$ cat src/rtl/exec_sequencer_if.sv
// ============================================================================
// Module      : exec_sequencer_if
// Description : Handshake, status and counter bundle of the execution sequencer.
// Revision    : 1.0
// ============================================================================
`default_nettype none

interface exec_sequencer_if #(
  parameter int CNT_W = 64
);
  logic             ifu_valid;
  logic             ifu_err;
  logic             idu_ready;
  logic             is_mem;
  logic             is_ebreak;
  logic             exu_valid;
  logic             lsu_ready;
  logic             lsu_valid;
  logic             lsu_err;
  logic             commit;
  logic             halt;
  logic [1:0]       halt_code;
  logic [CNT_W-1:0] mcycle;
  logic [CNT_W-1:0] minstret;
  logic [2:0]       state_dbg;

  // Sequencer side
  modport master (
    input  ifu_valid, ifu_err, is_mem, is_ebreak, lsu_ready, lsu_valid, lsu_err,
    output idu_ready, exu_valid, commit, halt, halt_code, mcycle, minstret, state_dbg
  );

  // Core pipeline / environment side
  modport slave (
    output ifu_valid, ifu_err, is_mem, is_ebreak, lsu_ready, lsu_valid, lsu_err,
    input  idu_ready, exu_valid, commit, halt, halt_code, mcycle, minstret, state_dbg
  );
endinterface

`default_nettype wire

$ cat src/rtl/exec_sequencer.sv
// ============================================================================
// Module      : exec_sequencer
// Description : Multi-cycle fetch/exec/mem/commit controller with halt causes,
//               watchdog and mcycle/minstret counters.
// Revision    : 1.0
// ============================================================================
`default_nettype none

module exec_sequencer #(
  parameter int WDT_LIMIT = 1024,
  parameter int CNT_W     = 64
) (
  input  logic                  clk,
  input  logic                  rst,
  exec_sequencer_if.master      bus
);

  typedef enum logic [2:0] {
    S_IDLE   = 3'd0,
    S_FETCH  = 3'd1,
    S_EXEC   = 3'd2,
    S_MEM    = 3'd3,
    S_COMMIT = 3'd4,
    S_HALT   = 3'd5
  } state_t;

  localparam logic [15:0]      c_WDT_MAX     = 16'(WDT_LIMIT - 1);
  localparam logic [1:0]       c_CODE_NONE   = 2'd0;
  localparam logic [1:0]       c_CODE_EBREAK = 2'd1;
  localparam logic [1:0]       c_CODE_BUS    = 2'd2;
  localparam logic [1:0]       c_CODE_WDT    = 2'd3;
  localparam logic [CNT_W-1:0] c_CNT_ONE     = {{(CNT_W-1){1'b0}}, 1'b1};

  state_t           r_state;
  logic [15:0]      r_wdt;
  logic             r_ebreak_q;
  logic             r_idu_ready;
  logic             r_exu_valid;
  logic             r_commit;
  logic             r_halt;
  logic [1:0]       r_halt_code;
  logic [CNT_W-1:0] r_mcycle;
  logic [CNT_W-1:0] r_minstret;

  state_t           w_nxt;
  logic [1:0]       w_code;
  logic             w_wdt_exp;

  assign w_wdt_exp = (r_wdt == c_WDT_MAX);

  // Exit conditions are tested before the watchdog so a same-cycle handshake wins.
  always_comb begin
    w_nxt  = r_state;
    w_code = c_CODE_NONE;
    case (r_state)
      S_IDLE:   w_nxt = S_FETCH;
      S_FETCH: begin
        if (bus.ifu_valid && bus.ifu_err) begin
          w_nxt  = S_HALT;
          w_code = c_CODE_BUS;
        end else if (bus.ifu_valid) begin
          w_nxt = S_EXEC;
        end else if (w_wdt_exp) begin
          w_nxt  = S_HALT;
          w_code = c_CODE_WDT;
        end
      end
      S_EXEC:   w_nxt = bus.is_mem ? S_MEM : S_COMMIT;
      S_MEM: begin
        if (bus.lsu_valid && bus.lsu_err) begin
          w_nxt  = S_HALT;
          w_code = c_CODE_BUS;
        end else if (bus.lsu_valid) begin
          w_nxt = S_COMMIT;
        end else if (w_wdt_exp) begin
          w_nxt  = S_HALT;
          w_code = c_CODE_WDT;
        end
      end
      S_COMMIT: begin
        if (r_ebreak_q) begin
          w_nxt  = S_HALT;
          w_code = c_CODE_EBREAK;
        end else begin
          w_nxt = S_FETCH;
        end
      end
      S_HALT:   w_nxt = S_HALT;
      default:  w_nxt = S_IDLE;
    endcase
  end

  always_ff @(posedge clk) begin
    if (rst) begin
      r_state     <= S_IDLE;
      r_wdt       <= 16'd0;
      r_ebreak_q  <= 1'b0;
      r_idu_ready <= 1'b0;
      r_exu_valid <= 1'b0;
      r_commit    <= 1'b0;
      r_halt      <= 1'b0;
      r_halt_code <= c_CODE_NONE;
      r_mcycle    <= '0;
      r_minstret  <= '0;
    end else begin
      r_state <= w_nxt;

      if (w_nxt != r_state) begin
        r_wdt <= 16'd0;
      end else if (r_state == S_FETCH || r_state == S_MEM) begin
        r_wdt <= r_wdt + 16'd1;
      end

      if (r_state == S_EXEC) begin
        r_ebreak_q <= bus.is_ebreak;
      end

      // Outputs are registered from the next state so they line up with it.
      r_idu_ready <= (w_nxt == S_FETCH);
      r_commit    <= (w_nxt == S_COMMIT);
      r_halt      <= (w_nxt == S_HALT);
      r_exu_valid <= (w_nxt == S_MEM) &&
                     ((r_state == S_EXEC) || (r_exu_valid && !bus.lsu_ready));

      if (r_state != S_HALT && w_nxt == S_HALT) begin
        r_halt_code <= w_code;
      end

      if (r_state != S_HALT) begin
        r_mcycle <= r_mcycle + c_CNT_ONE;
      end
      if (r_state == S_COMMIT) begin
        r_minstret <= r_minstret + c_CNT_ONE;
      end
    end
  end

  assign bus.idu_ready = r_idu_ready;
  assign bus.exu_valid = r_exu_valid;
  assign bus.commit    = r_commit;
  assign bus.halt      = r_halt;
  assign bus.halt_code = r_halt_code;
  assign bus.mcycle    = r_mcycle;
  assign bus.minstret  = r_minstret;
  assign bus.state_dbg = r_state;

endmodule

`default_nettype wire
$ cat src/flat_wrapper.sv
// flat-port wrapper written by rule: the top's interface ports become plain ports
module exec_sequencer_flat 
#(
  parameter int WDT_LIMIT = 1024,
  parameter int CNT_W     = 64
)
  (clk, rst, bus_ifu_valid, bus_ifu_err, bus_is_mem, bus_is_ebreak, bus_lsu_ready, bus_lsu_valid, bus_lsu_err, bus_idu_ready, bus_exu_valid, bus_commit, bus_halt, bus_halt_code, bus_mcycle, bus_minstret, bus_state_dbg);
  exec_sequencer_if #(.CNT_W(CNT_W)) bus_i ();
  input  logic clk;
  input  logic rst;
  input wire logic [$bits(bus_i.ifu_valid)-1:0] bus_ifu_valid;
  input wire logic [$bits(bus_i.ifu_err)-1:0] bus_ifu_err;
  input wire logic [$bits(bus_i.is_mem)-1:0] bus_is_mem;
  input wire logic [$bits(bus_i.is_ebreak)-1:0] bus_is_ebreak;
  input wire logic [$bits(bus_i.lsu_ready)-1:0] bus_lsu_ready;
  input wire logic [$bits(bus_i.lsu_valid)-1:0] bus_lsu_valid;
  input wire logic [$bits(bus_i.lsu_err)-1:0] bus_lsu_err;
  output wire logic [$bits(bus_i.idu_ready)-1:0] bus_idu_ready;
  output wire logic [$bits(bus_i.exu_valid)-1:0] bus_exu_valid;
  output wire logic [$bits(bus_i.commit)-1:0] bus_commit;
  output wire logic [$bits(bus_i.halt)-1:0] bus_halt;
  output wire logic [$bits(bus_i.halt_code)-1:0] bus_halt_code;
  output wire logic [$bits(bus_i.mcycle)-1:0] bus_mcycle;
  output wire logic [$bits(bus_i.minstret)-1:0] bus_minstret;
  output wire logic [$bits(bus_i.state_dbg)-1:0] bus_state_dbg;
  assign bus_i.ifu_valid = bus_ifu_valid;
  assign bus_i.ifu_err = bus_ifu_err;
  assign bus_i.is_mem = bus_is_mem;
  assign bus_i.is_ebreak = bus_is_ebreak;
  assign bus_i.lsu_ready = bus_lsu_ready;
  assign bus_i.lsu_valid = bus_lsu_valid;
  assign bus_i.lsu_err = bus_lsu_err;
  assign bus_idu_ready = bus_i.idu_ready;
  assign bus_exu_valid = bus_i.exu_valid;
  assign bus_commit = bus_i.commit;
  assign bus_halt = bus_i.halt;
  assign bus_halt_code = bus_i.halt_code;
  assign bus_mcycle = bus_i.mcycle;
  assign bus_minstret = bus_i.minstret;
  assign bus_state_dbg = bus_i.state_dbg;
  exec_sequencer #(.WDT_LIMIT(WDT_LIMIT), .CNT_W(CNT_W)) u_core (.clk(clk), .rst(rst), .bus(bus_i));
endmodule
$ cat config.mk
export PLATFORM = sky130hd
export DESIGN_NAME = exec_sequencer_flat
export DESIGN_NICKNAME = d
export VERILOG_FILES = /design/src/rtl/exec_sequencer_if.sv /design/src/rtl/exec_sequencer.sv /design/src/flat_wrapper.sv
export SDC_FILE = /design/constraint.sdc
export NUM_CORES = 1
export LEC_CHECK = 0
export BUFFER_PORTS_ARGS = -buffer_cell sky130_fd_sc_hd__buf_2
export CAP_MARGIN = 20
export CELL_PAD_IN_SITES_DETAIL_PLACEMENT = 0
export CELL_PAD_IN_SITES_GLOBAL_PLACEMENT = 1
export CORE_UTILIZATION = 26
export CTS_CLUSTER_DIAMETER = 60
export DETAILED_ROUTE_END_ITERATION = 10
export HOLD_SLACK_MARGIN = 0.08
export PLACE_DENSITY = 0.52
export SETUP_SLACK_MARGIN = 0.05
export SLEW_MARGIN = 0
export SYNTH_ARGS = -nofsm -noshare
export SYNTH_HDL_FRONTEND = slang
export SYNTH_SLANG_ARGS = --single-unit
$ cat constraint.sdc
create_clock -name clk -period 3.05 [get_ports clk]
set_input_delay 0.305 -clock clk [delete_from_list [all_inputs] [get_ports clk]]
set_output_delay 0.305 -clock clk [all_outputs]
set_load 0.01 [all_outputs]
==> flow_summary.toml <==
[grt]
grt_pass1_vias = 6291
grt.met3_usage_pct = 2.73
grt_pass1_wl_um = 34400
busiest_layer = "met2"
grt.total_usage_pct = 14.9
use_met2_pct = 23.8
use_met1_pct = 20.5
antenna_found_initial = 0
grt_max_degree = 69
overflow = 0

[worst_setup_path]
worst_path_largest_cell_delay_ps = 550
criticalPathCategory = "reg2reg"
worstPathRequired_ps = 3420
cp_max_fo = 15
end_kind = "flip-flop"
arrival_ps = 2990
crit_family = "simple AND/OR/NAND/NOR gates"
crit_chain = "or3b_1, nor4_1, nand4_1, or3_1, a21oi_1"
cp_slowest_cell = "dfxtp_1"
worst-path-buf-inv = 0
start_kind = "flip-flop"

[drt]
finalWirelength_um = 21300
drtPass1Iterations = 4
route.detailed.wl_per_inst_um = 15.0
drc = 0
drt_iter0_markers = 325
vias = 6804
avgViaCountPerCell = 4.79
antenna_left = 0

[final_layout]
num_antenna_cells = 0
drive_gt1_share_pct = 20.7
area_delta_synth_final_pct = 23.9
nets = 1042
fin_cells = 1421

[floorplan]
dieArea_mm2 = 0.0291
die_h_um = 171
core_mm2 = 0.0279
start_util_pct = 26.5
die_x_um = 171
io_pins = 146
fp-row-count = 61

[logic_synthesis]
synthFlopType = "dfxtp_1"
ys_seq_area_share_pct = 41.8
avgSynthCellArea_um2 = 8.32
syn_inst = 887
syn_area_mm2 = 0.00738
synth_fp_nets = 899
yosysWarnings = 0
synth_cell_types = 49
synth_edf_count = 0
ys_ff_latch = 154
async_flop_share_pct = 0

[pwr]
vdd_drop_max_uv = 303
power_density_mw_per_mm2 = 463
leakage_nw = 3.51

[placement]
dpl.hpwl_um = 14900
port_buffers = 145
place.gp.congestion = 0.753
dp_cells = 1389

[cts]
clock_path_buffers = 2
postCtsSetupBuffers = 0
htree_levels = 4
cts.sinks = 154
clk_latency_ps = 430
tritoncts = "yes"
root_buffer = "clkbuf_16"
numCtsBuffers = 17
clk_pin_slew_worst_paths_ps = 80
cts_resized = 0
ctsHoldBuffers = 0

[sta]
fmax_mhz = 381
post-route-period-util_pct = 86.1
relSlewSlack_pct = 48.0
final.min_clock_period_ps = 2630
setup_viol_count_final = 0
rsz0062_at_grt = "no"
finalMaxSlewViolations = 0
hold_viol = 0
fin_setup_tns_ps = 0
clock_skew_ps = 18.9
worstMarginPinSlew_ps = 769

[worst_hold_path]
hold_path_class = "in2reg"

[flow_run]
maxCapViolCount = 0

[outcome]
outcome = "finished, final reports clean"
-- report_power, final --
part           internal (mW)  leakage (nW)  switching [mW]
sequential              2.02          1.24          0.0141
combinational         0.0532          2.00           0.104
clock                   1.08         0.271           0.961
-- routing by layer --
| metal | wire, µm | vias up |
|---|---|---|
| li1 | - | 3475 |
| met1 | 10800 | 3210 |
| met2 | 9590 | 106 |
| met3 | 654 | 13 |
| met4 | 233 | 0 |
| met5 | 0 | - |
-- synthesized netlist by cell type, drive strengths merged, types with 2 or more instances --
master  instances  area, µm²
or4b            3       30.0
ha              3       37.5
a21oi          56        280
mux2i           2       20.0
and3b           2       17.5
or4            17        128
nor2b          12       75.1
o21ai          48        240
and4b           2       20.0
and2           10       62.6
nor2          106        398
nand3b          3       22.5
buf             6       32.5
mux2            3       33.8
nor4b           2       17.5
nor4bb          2       20.0
nand2b          4       25.0
inv            18       67.6
nand3          43        220
o31ai          12       90.1
nand2          75        282
dfxtp         154       3080
and4           14        123
nand4          59        369
nor3           14       70.1
nor4           20        221
or3b            3       26.3
a211oi          4       30.0
xor2           55        482
and3           17        106
clkbuf         34        128
or2             4       25.0
nor3b           7       52.6
or3            39        244
xnor2          27        236
-- flip-flops by register name, indices dropped and copies added (netlist names) --
signal,flops
u_core.bus.commit,1
u_core.bus.exu_valid,1
u_core.bus.halt,1
u_core.bus.halt_code,2
u_core.bus.idu_ready,1
u_core.bus.mcycle,64
u_core.bus.minstret,64
u_core.bus.state_dbg,3
u_core.r_ebreak_q,1
u_core.r_wdt,16
-- cells by family after synthesis --
logic type	Yosys count	share of synthesized area, %
AND/OR/NAND/NOR	459	34.8
flip-flops	154	41.8
buffers and inverters	58	3.08
AO/OA/AOI/OAI	126	9.42
adder cells (fa/ha/maj)	3	0.509
multiplexers	5	0.729
XOR/XNOR	82	9.73
-- placed cells by master, fill, tap and decap left out, types with 12 or more instances in the layout --
master and n:
or3_1 39, inv_1 18, o21ai_0 48, nand4_1 59
xnor2_1 27, nor3_1 14, xor2_1 55, clkbuf_16 17
nand3_1 42, buf_4 18, or4_1 17, o31ai_1 12
dfxtp_1 154, nor4_1 13, a21oi_1 56, nor2_1 106
buf_2 144, nor2b_1 12, and3_1 17, and4_1 14
nand2_1 75
-- layout make-up --
cell class                 count  area (µm²)
clock buffer                  18         439
timing repair buffer         164         896
tap                          378         473
fill                        2976       18700
multi-input combinational    675        4080
sequential                   154        3080
clock inverter                14         114
inverter                      18        67.6
-- worst min-delay path: stages --
cell	delay [ps]
buf_2	90
mux2i_1	50
nor2_1	70
-- stage by stage --
stage	util, %	power, mW	worst slack [ps]	area [µm²]	hold slack, ps
final	32.8	4.24	423	9150	136
after global routing	32.8	4.42	166	9150	139
after CTS	32.8	4.31	417	9150	116
after detailed placement	30.9	2.24	424	8600	460
after global placement	30.9	2.24	379	8600	457
after floorplan	-	2.17	840	7380	449
-- path summary, 6_finish.rpt --
| path | start | to | slack, ps | depth (start not counted) |
|---|---|---|---|---|
| max | u_core.bus.state_dbg[2] | u_core.bus.minstret[59] | 420 | 5 |
| min | bus_is_ebreak | u_core.r_ebreak_q | 140 | 3 |
| min reg2reg | u_core.bus.halt_code[1] | u_core.bus.halt_code[1] | 470 | 1 |
| max reg2reg | u_core.bus.state_dbg[2] | u_core.bus.minstret[59] | 420 | 5 |
Power figures use the tool's default switching activity.
